[config.mk]
export PLATFORM = sky130hd
export DESIGN_NAME = pe_mem_sched_flat
export DESIGN_NICKNAME = d
export VERILOG_FILES = /design/src/rtl/pe_mem_sched_if.sv /design/src/rtl/pe_mem_sched.sv /design/src/flat_wrapper.sv
export SDC_FILE = /design/constraint.sdc
export NUM_CORES = 1
export LEC_CHECK = 0
export BUFFER_PORTS_ARGS = -buffer_cell sky130_fd_sc_hd__buf_2
export CAP_MARGIN = 10
export CORE_ASPECT_RATIO = 1.25
export CORE_MARGIN = 2
export CORE_UTILIZATION = 25
export CTS_CLUSTER_SIZE = 10
export DETAILED_ROUTE_END_ITERATION = 16
export PLACE_DENSITY = 0.39
export SLEW_MARGIN = 10
export SYNTH_ARGS = -nofsm -noshare
export SYNTH_HDL_FRONTEND = slang
export SYNTH_SLANG_ARGS = --single-unit
[constraint.sdc]
create_clock -name clk -period 2.8 [get_ports clk]
set_input_delay 0.84 -clock clk [delete_from_list [all_inputs] [get_ports clk]]
set_output_delay 0.84 -clock clk [all_outputs]
set_load 0.02 [all_outputs]
[src/rtl/pe_mem_sched_if.sv]
// Control bundle between the PE memory-block sequencer and its frame-level environment.
// The sequencer connects to the slave modport; the frame source connects to the master modport.
interface pe_mem_sched_if #(
  parameter int ADDR_WIDTH = 8,
  parameter int ITER_WIDTH = 4
);
  logic                  start;
  logic [ITER_WIDTH-1:0] max_iter;
  logic                  syndrome_ok;
  logic                  in_valid;
  logic                  in_ready;
  logic [ADDR_WIDTH-1:0] address;
  logic                  ext_we;
  logic                  ext_cs;
  logic [1:0]            int_we;
  logic [1:0]            int_cs;
  logic                  int_rs;
  logic [1:0]            dec_we;
  logic [1:0]            dec_cs;
  logic                  dec_rs;
  logic                  pe_phase;
  logic                  out_valid;
  logic                  out_last;
  logic                  busy;
  logic                  done;
  logic [ITER_WIDTH-1:0] iter_cnt;

  modport master (
    output start, max_iter, syndrome_ok, in_valid,
    input  in_ready, address, ext_we, ext_cs, int_we, int_cs, int_rs,
           dec_we, dec_cs, dec_rs, pe_phase, out_valid, out_last, busy, done, iter_cnt
  );

  modport slave (
    input  start, max_iter, syndrome_ok, in_valid,
    output in_ready, address, ext_we, ext_cs, int_we, int_cs, int_rs,
           dec_we, dec_cs, dec_rs, pe_phase, out_valid, out_last, busy, done, iter_cnt
  );
endinterface

[src/rtl/pe_mem_sched.sv]
// Frame sequencer for one LDPC PE memory block: LOAD, CN/VN sweeps per iteration, UNLOAD.
// Intrinsic and decision RAMs ping-pong between two banks on alternate frames.
module pe_mem_sched #(
  parameter int ADDR_WIDTH = 8,
  parameter int FRAME_LEN  = 256,
  parameter int ITER_WIDTH = 4
) (
  input logic           clk,
  input logic           rst,
  pe_mem_sched_if.slave bus
);
  localparam logic [ADDR_WIDTH-1:0] LAST_ADDR = ADDR_WIDTH'(FRAME_LEN - 1);

  // TAIL is the extra cycle that carries the last read word out of the RAM.
  typedef enum logic [2:0] {IDLE, LOAD, CN, VN, UNLOAD, TAIL} state_e;

  state_e                state_q, state_d;
  logic [ADDR_WIDTH-1:0] a_q, a_d;
  logic                  w_q, w_d;
  logic                  bank_q, bank_d;
  logic [ITER_WIDTH-1:0] iter_q, iter_d;
  logic [ITER_WIDTH-1:0] limit_q, limit_d;

  logic       in_ready_q, in_ready_d;
  logic       ext_cs_q, ext_cs_d;
  logic       ext_we_q, ext_we_d;
  logic       pe_phase_q, pe_phase_d;
  logic [1:0] int_cs_q, int_cs_d;
  logic       int_rs_q, int_rs_d;
  logic [1:0] dec_cs_q, dec_cs_d;
  logic [1:0] dec_we_q, dec_we_d;
  logic       dec_rs_q, dec_rs_d;
  logic       out_valid_q, out_valid_d;
  logic       out_last_q, out_last_d;
  logic       busy_q, busy_d;
  logic       done_q, done_d;

  logic       beat;
  logic       sweep_end;
  logic [1:0] load_we;

  assign beat      = bus.in_valid & in_ready_q;
  assign sweep_end = w_q & (a_q == LAST_ADDR);

  always_comb begin : next_state
    // NOTE: every variable gets a default first so no latch is inferred on untaken branches.
    state_d = state_q;
    a_d     = a_q;
    w_d     = w_q;
    bank_d  = bank_q;
    iter_d  = iter_q;
    limit_d = limit_q;
    unique case (state_q)
      IDLE: begin
        if (bus.start) begin
          state_d = LOAD;
          a_d     = '0;
          w_d     = 1'b0;
          iter_d  = '0;
          limit_d = (bus.max_iter == '0) ? ITER_WIDTH'(1) : bus.max_iter;
        end
      end
      LOAD: begin
        if (beat) begin
          if (a_q == LAST_ADDR) begin
            state_d = CN;
            a_d     = '0;
          end else begin
            a_d = a_q + 1'b1;
          end
        end
      end
      CN, VN: begin
        w_d = ~w_q;
        if (w_q) a_d = sweep_end ? '0 : a_q + 1'b1;
        if (sweep_end) begin
          if (state_q == CN) begin
            state_d = VN;
          end else begin
            iter_d  = iter_q + 1'b1;
            state_d = (bus.syndrome_ok || (iter_d == limit_q)) ? UNLOAD : CN;
          end
        end
      end
      UNLOAD: begin
        if (a_q == LAST_ADDR) state_d = TAIL;
        else                  a_d     = a_q + 1'b1;
      end
      TAIL: begin
        state_d = IDLE;
        a_d     = '0;
        bank_d  = ~bank_q;
      end
      default: state_d = IDLE;
    endcase
  end

  // Strobes for the coming cycle are decoded from the next state so they leave the block from flops.
  always_comb begin : next_outputs
    in_ready_d  = (state_d == LOAD);
    ext_cs_d    = (state_d == CN) || (state_d == VN);
    ext_we_d    = ext_cs_d & w_d;
    pe_phase_d  = (state_d == VN);
    int_cs_d    = '0;
    dec_cs_d    = '0;
    dec_we_d    = '0;
    int_cs_d[bank_d] = pe_phase_d;
    dec_we_d[bank_d] = pe_phase_d & w_d;
    dec_cs_d[bank_d] = (pe_phase_d & w_d) | (state_d == UNLOAD);
    int_rs_d    = pe_phase_d & bank_d;
    dec_rs_d    = ((state_d == UNLOAD) || (state_d == TAIL)) & bank_d;
    out_valid_d = ((state_d == UNLOAD) && (a_d != '0)) || (state_d == TAIL);
    out_last_d  = (state_d == TAIL);
    busy_d      = (state_d != IDLE);
    done_d      = (state_q == TAIL);
  end

  always_ff @(posedge clk) begin
    // NOTE: sequential state uses non-blocking assignments so all flops update from pre-edge values.
    if (rst) begin
      state_q     <= IDLE;
      a_q         <= '0;
      w_q         <= 1'b0;
      bank_q      <= 1'b0;
      iter_q      <= '0;
      limit_q     <= '0;
      in_ready_q  <= 1'b0;
      ext_cs_q    <= 1'b0;
      ext_we_q    <= 1'b0;
      pe_phase_q  <= 1'b0;
      int_cs_q    <= '0;
      int_rs_q    <= 1'b0;
      dec_cs_q    <= '0;
      dec_we_q    <= '0;
      dec_rs_q    <= 1'b0;
      out_valid_q <= 1'b0;
      out_last_q  <= 1'b0;
      busy_q      <= 1'b0;
      done_q      <= 1'b0;
    end else begin
      state_q     <= state_d;
      a_q         <= a_d;
      w_q         <= w_d;
      bank_q      <= bank_d;
      iter_q      <= iter_d;
      limit_q     <= limit_d;
      in_ready_q  <= in_ready_d;
      ext_cs_q    <= ext_cs_d;
      ext_we_q    <= ext_we_d;
      pe_phase_q  <= pe_phase_d;
      int_cs_q    <= int_cs_d;
      int_rs_q    <= int_rs_d;
      dec_cs_q    <= dec_cs_d;
      dec_we_q    <= dec_we_d;
      dec_rs_q    <= dec_rs_d;
      out_valid_q <= out_valid_d;
      out_last_q  <= out_last_d;
      busy_q      <= busy_d;
      done_q      <= done_d;
    end
  end

  // A load write lands in the same cycle as its accepted beat, qualified by the registered in_ready.
  assign load_we = beat ? (bank_q ? 2'b10 : 2'b01) : 2'b00;

  assign bus.in_ready  = in_ready_q;
  assign bus.address   = a_q;
  assign bus.ext_cs    = ext_cs_q;
  assign bus.ext_we    = ext_we_q;
  assign bus.int_we    = load_we;
  assign bus.int_cs    = int_cs_q | load_we;
  assign bus.int_rs    = int_rs_q;
  assign bus.dec_we    = dec_we_q;
  assign bus.dec_cs    = dec_cs_q;
  assign bus.dec_rs    = dec_rs_q;
  assign bus.pe_phase  = pe_phase_q;
  assign bus.out_valid = out_valid_q;
  assign bus.out_last  = out_last_q;
  assign bus.busy      = busy_q;
  assign bus.done      = done_q;
  assign bus.iter_cnt  = iter_q;
endmodule
[src/flat_wrapper.sv]
// flat-port wrapper written by rule: the top's interface ports become plain ports
module pe_mem_sched_flat 
#(
  parameter int ADDR_WIDTH = 8,
  parameter int FRAME_LEN  = 256,
  parameter int ITER_WIDTH = 4
)
  (clk, rst, bus_start, bus_max_iter, bus_syndrome_ok, bus_in_valid, bus_in_ready, bus_address, bus_ext_we, bus_ext_cs, bus_int_we, bus_int_cs, bus_int_rs, bus_dec_we, bus_dec_cs, bus_dec_rs, bus_pe_phase, bus_out_valid, bus_out_last, bus_busy, bus_done, bus_iter_cnt);
  pe_mem_sched_if #(.ADDR_WIDTH(ADDR_WIDTH), .ITER_WIDTH(ITER_WIDTH)) bus_i ();
  input logic clk;
  input logic rst;
  input wire logic [$bits(bus_i.start)-1:0] bus_start;
  input wire logic [$bits(bus_i.max_iter)-1:0] bus_max_iter;
  input wire logic [$bits(bus_i.syndrome_ok)-1:0] bus_syndrome_ok;
  input wire logic [$bits(bus_i.in_valid)-1:0] bus_in_valid;
  output wire logic [$bits(bus_i.in_ready)-1:0] bus_in_ready;
  output wire logic [$bits(bus_i.address)-1:0] bus_address;
  output wire logic [$bits(bus_i.ext_we)-1:0] bus_ext_we;
  output wire logic [$bits(bus_i.ext_cs)-1:0] bus_ext_cs;
  output wire logic [$bits(bus_i.int_we)-1:0] bus_int_we;
  output wire logic [$bits(bus_i.int_cs)-1:0] bus_int_cs;
  output wire logic [$bits(bus_i.int_rs)-1:0] bus_int_rs;
  output wire logic [$bits(bus_i.dec_we)-1:0] bus_dec_we;
  output wire logic [$bits(bus_i.dec_cs)-1:0] bus_dec_cs;
  output wire logic [$bits(bus_i.dec_rs)-1:0] bus_dec_rs;
  output wire logic [$bits(bus_i.pe_phase)-1:0] bus_pe_phase;
  output wire logic [$bits(bus_i.out_valid)-1:0] bus_out_valid;
  output wire logic [$bits(bus_i.out_last)-1:0] bus_out_last;
  output wire logic [$bits(bus_i.busy)-1:0] bus_busy;
  output wire logic [$bits(bus_i.done)-1:0] bus_done;
  output wire logic [$bits(bus_i.iter_cnt)-1:0] bus_iter_cnt;
  assign bus_i.start = bus_start;
  assign bus_i.max_iter = bus_max_iter;
  assign bus_i.syndrome_ok = bus_syndrome_ok;
  assign bus_i.in_valid = bus_in_valid;
  assign bus_in_ready = bus_i.in_ready;
  assign bus_address = bus_i.address;
  assign bus_ext_we = bus_i.ext_we;
  assign bus_ext_cs = bus_i.ext_cs;
  assign bus_int_we = bus_i.int_we;
  assign bus_int_cs = bus_i.int_cs;
  assign bus_int_rs = bus_i.int_rs;
  assign bus_dec_we = bus_i.dec_we;
  assign bus_dec_cs = bus_i.dec_cs;
  assign bus_dec_rs = bus_i.dec_rs;
  assign bus_pe_phase = bus_i.pe_phase;
  assign bus_out_valid = bus_i.out_valid;
  assign bus_out_last = bus_i.out_last;
  assign bus_busy = bus_i.busy;
  assign bus_done = bus_i.done;
  assign bus_iter_cnt = bus_i.iter_cnt;
  pe_mem_sched #(.ADDR_WIDTH(ADDR_WIDTH), .FRAME_LEN(FRAME_LEN), .ITER_WIDTH(ITER_WIDTH)) u_core (.clk(clk), .rst(rst), .bus(bus_i));
endmodule
==> impl_metrics.csv <==
group,metric,value,unit
power_and_ir_drop,power_leakage,0.937,nW
global_route,grt_pass1_vias,1591,
clocking,cts.sinks,36,
sta,hold_viol,0,
power_and_ir_drop,ir_drop,0.000200,V
final_layout,fillers,781,
global_route,grt_usage,0.135,
route,vias,1609,
synthesis,syn_avg_cell_area,8.85,um^2
synthesis,yosys_most_used_dff,"dfxtp_1",
route,ant_nets,0,
worst_hold_path,hp-class,"flop to flop",
placement,dp_hpwl,3730,um
final_layout,drive_above_1_share,0.293,
placement,portBuffers,38,
final_layout,multi_input_area,0.00101,mm^2
final_layout,area_growth,21.9,%
route,vias_per_cell,4.79,
clocking,cts_max_path_buffers,2,
outcome,status,"finished, final reports clean",
clocking,cts-buffers-inserted,5,
synthesis,ys_ff_latch,36,
sta,max_freq,403,MHz
clocking,cts_root_buf,"clkbuf_8",
route,drt_pass1_iterations,4,
sta,tightest_slew,0.546,ns
sta,worst_slack,0.316,ns
floorplan,fp.coreArea,0.00698,mm^2
critical_path,path_max_fanout,6,
synthesis,synth_seq_area_share,0.397,
critical_path,start_kind,"flop",
sta,period_needed,2.48,ns
floorplan,start_util,0.260,
floorplan,num_rows,34,
placement,placed_cell_area,0.00210,mm^2
sta,setup_violations,0,
clocking,htree_levels,2,
final_layout,num_antenna_cells,0,
placement,place_ws,0.250,ns
floorplan,die_area,0.00796,mm^2
floorplan,dieHeight,99.2,um
critical_path,worstSetupPathType,"flop to flop",
synthesis,async_reset_ff_frac,0,
power_and_ir_drop,powerDensity,479,mW/mm^2
floorplan,io_pins,39,
sta,final_max_slew_viol_count,0,
synthesis,syn_area,0.00181,mm^2
final_layout,finalNetCount,257,
critical_path,worst_ep_required_time,2.97,ns
synthesis,synthCells,205,
global_route,grt_pass1_wl,8260,um
flow_run,max_cap_violations,0,
sta,skew,0.00574,ns
route,routedWlPerCell,14.7,um
synthesis,yosys_warnings,0,
global_route,grt_max_degree,27,
synthesis,yosysUniqueCellTypes,56,
sta,tns,0,ns
route,finalWirelength,4940,um
floorplan,die_w,80.2,um
route,drt_iter0_markers,110,
critical_path,cp-end-kind,"flop",
clocking,cts_setup_buffers,0,
final_layout,stdcell_area,0.00221,mm^2
clocking,insertion_delay,0.29,ns
sta,rsz0062_at_grt,"false",
synthesis,synth_edf_count,0,
global_route,antenna_found_initial,0,
final_layout,regArea,722,um^2
synthesis,syn_nets,217,
clocking,cts_tree,"yes",
global_route,grt_overflow_total,0,
power_and_ir_drop,fin_total_pwr,1.06,mW
placement,globalplace.congestion,0.815,
sta,slew_headroom,0.635,
clocking,cts.reportedPaths.clkPinSlew,0.08,ns
critical_path,worstPathArrival,2.65,ns
sta,finalCritPeriodShare,0.887,
route,drc_errors,0,
flip-flops by register name, indices dropped and copies added (netlist names):
| signal | cells |
|---|---|
| u_core.bus.address | 8 |
| u_core.bus.iter_cnt | 4 |
| u_core.limit_q | 4 |
| u_core.state_q | 3 |
| u_core.bus.dec_cs | 2 |
| u_core.bus.dec_we | 2 |
| u_core.bank_q | 1 |
| u_core.bus.busy | 1 |
| u_core.bus.dec_rs | 1 |
| u_core.bus.done | 1 |
| u_core.bus.ext_cs | 1 |
| u_core.bus.ext_we | 1 |
| u_core.bus.in_ready | 1 |
| u_core.bus.int_rs | 1 |
| u_core.bus.out_last | 1 |
| u_core.bus.out_valid | 1 |
| u_core.bus.pe_phase | 1 |
| u_core.int_cs_q | 1 |
| u_core.w_q | 1 |
routing by layer:
metal	vias to the layer above	track usage	share of wire
met5	-	0	0
met3	4	0.0263	0.032
met2	34	0.226	0.50
met4	0	0.0508	0.014
met1	761	0.169	0.45
li1	810	-	-
placed cells by master, fill, tap and decap left out, drive strengths merged, types with 2 or more instances in the layout:
| cell type | n |
|---|---|
| dfxtp | 36 |
| nand3 | 7 |
| ha | 3 |
| xnor2 | 5 |
| a21oi | 17 |
| nand2 | 11 |
| nor4 | 5 |
| o32ai | 2 |
| nor3 | 6 |
| a32o | 2 |
| buf | 42 |
| or3 | 3 |
| or2 | 5 |
| and2 | 3 |
| nor2 | 31 |
| and3 | 3 |
| clkbuf | 5 |
| nand3b | 2 |
| nor2b | 2 |
| a221oi | 2 |
| xor2 | 4 |
| a31oi | 4 |
| inv | 8 |
| nand2b | 4 |
| o21ai | 8 |
| mux2i | 4 |
metrics by stage:
stage	hold slack (ns)	utilization	std cells
floorplan	0.481	-	205
global placement	0.494	0.300	328
detailed placement	0.501	0.300	328
CTS	0.512	0.316	336
global route	0.549	0.317	336
finish	0.503	0.317	336
timing repair:
action,4_1_cts,5_1_grt
endpoints found under the setup margin,0,1
gates resized for setup,0,2
hold buffers,0,0
cell usage after synthesis, types with 4 or more instances:
master    count  area (um^2)
a21oi_1      16         80.1
a31oi_1       4         25.0
buf_2         4         20.0
dfxtp_1      36          721
inv_1         6         22.5
mux2i_1       4         40.0
nand2_1      11         41.3
nand2b_1      4         25.0
nand3_1       7         35.0
nor2_1       29          109
nor3_1        6         30.0
o21ai_0       7         35.0
or2_2         4         25.0
xnor2_1       5         43.8
xor2_1        4         35.0
path summary, 6_finish.rpt:
path	startpoint	to	slack, ns	cells past startpoint
max	u_core.bus.address[1]	u_core.bus.out_valid	0.32	11
min	u_core.bus.iter_cnt[1]	u_core.bus.iter_cnt[1]	0.50	2
max reg2reg	u_core.bus.address[1]	u_core.bus.out_valid	0.32	11
min reg2reg	u_core.bus.iter_cnt[1]	u_core.bus.iter_cnt[1]	0.50	2
kinds of logic after synthesis:
logic type                 share of synthesized area
and+or+nand+nor                                0.292
adders and majority gates                     0.0207
DFF                                            0.397
buffers and inverters                         0.0448
xor gates and xnor gates                      0.0434
muxes                                         0.0221
AOI/OAI and AO/OA                              0.179
layout make-up:
type                       count  area share
multi-input combinational    152       0.459
sequential                    36       0.327
timing repair buffer          42      0.0996
tap                           90      0.0509
clock buffer                   5      0.0311
clock inverter                 3      0.0192
inverter                       8      0.0136
critical path, stage by stage (launching register included):
cell	delay [ns]
dfxtp_1	0.42
ha_2	0.27
nand3_1	0.19
nor2_2	0.19
inv_2	0.10
ha_1	0.28
inv_1	0.04
a32o_1	0.21
a221oi_2	0.20
nand2_1	0.10
nor4b_2	0.25
a31oi_1	0.11
report_power, final:
part | total [mW] | switching, mW | internal, mW
Sequential | 0.526 | 0.00757 | 0.519
Clock | 0.463 | 0.199 | 0.264
Combinational | 0.0697 | 0.0420 | 0.0278
Power figures use the tool's default switching activity.
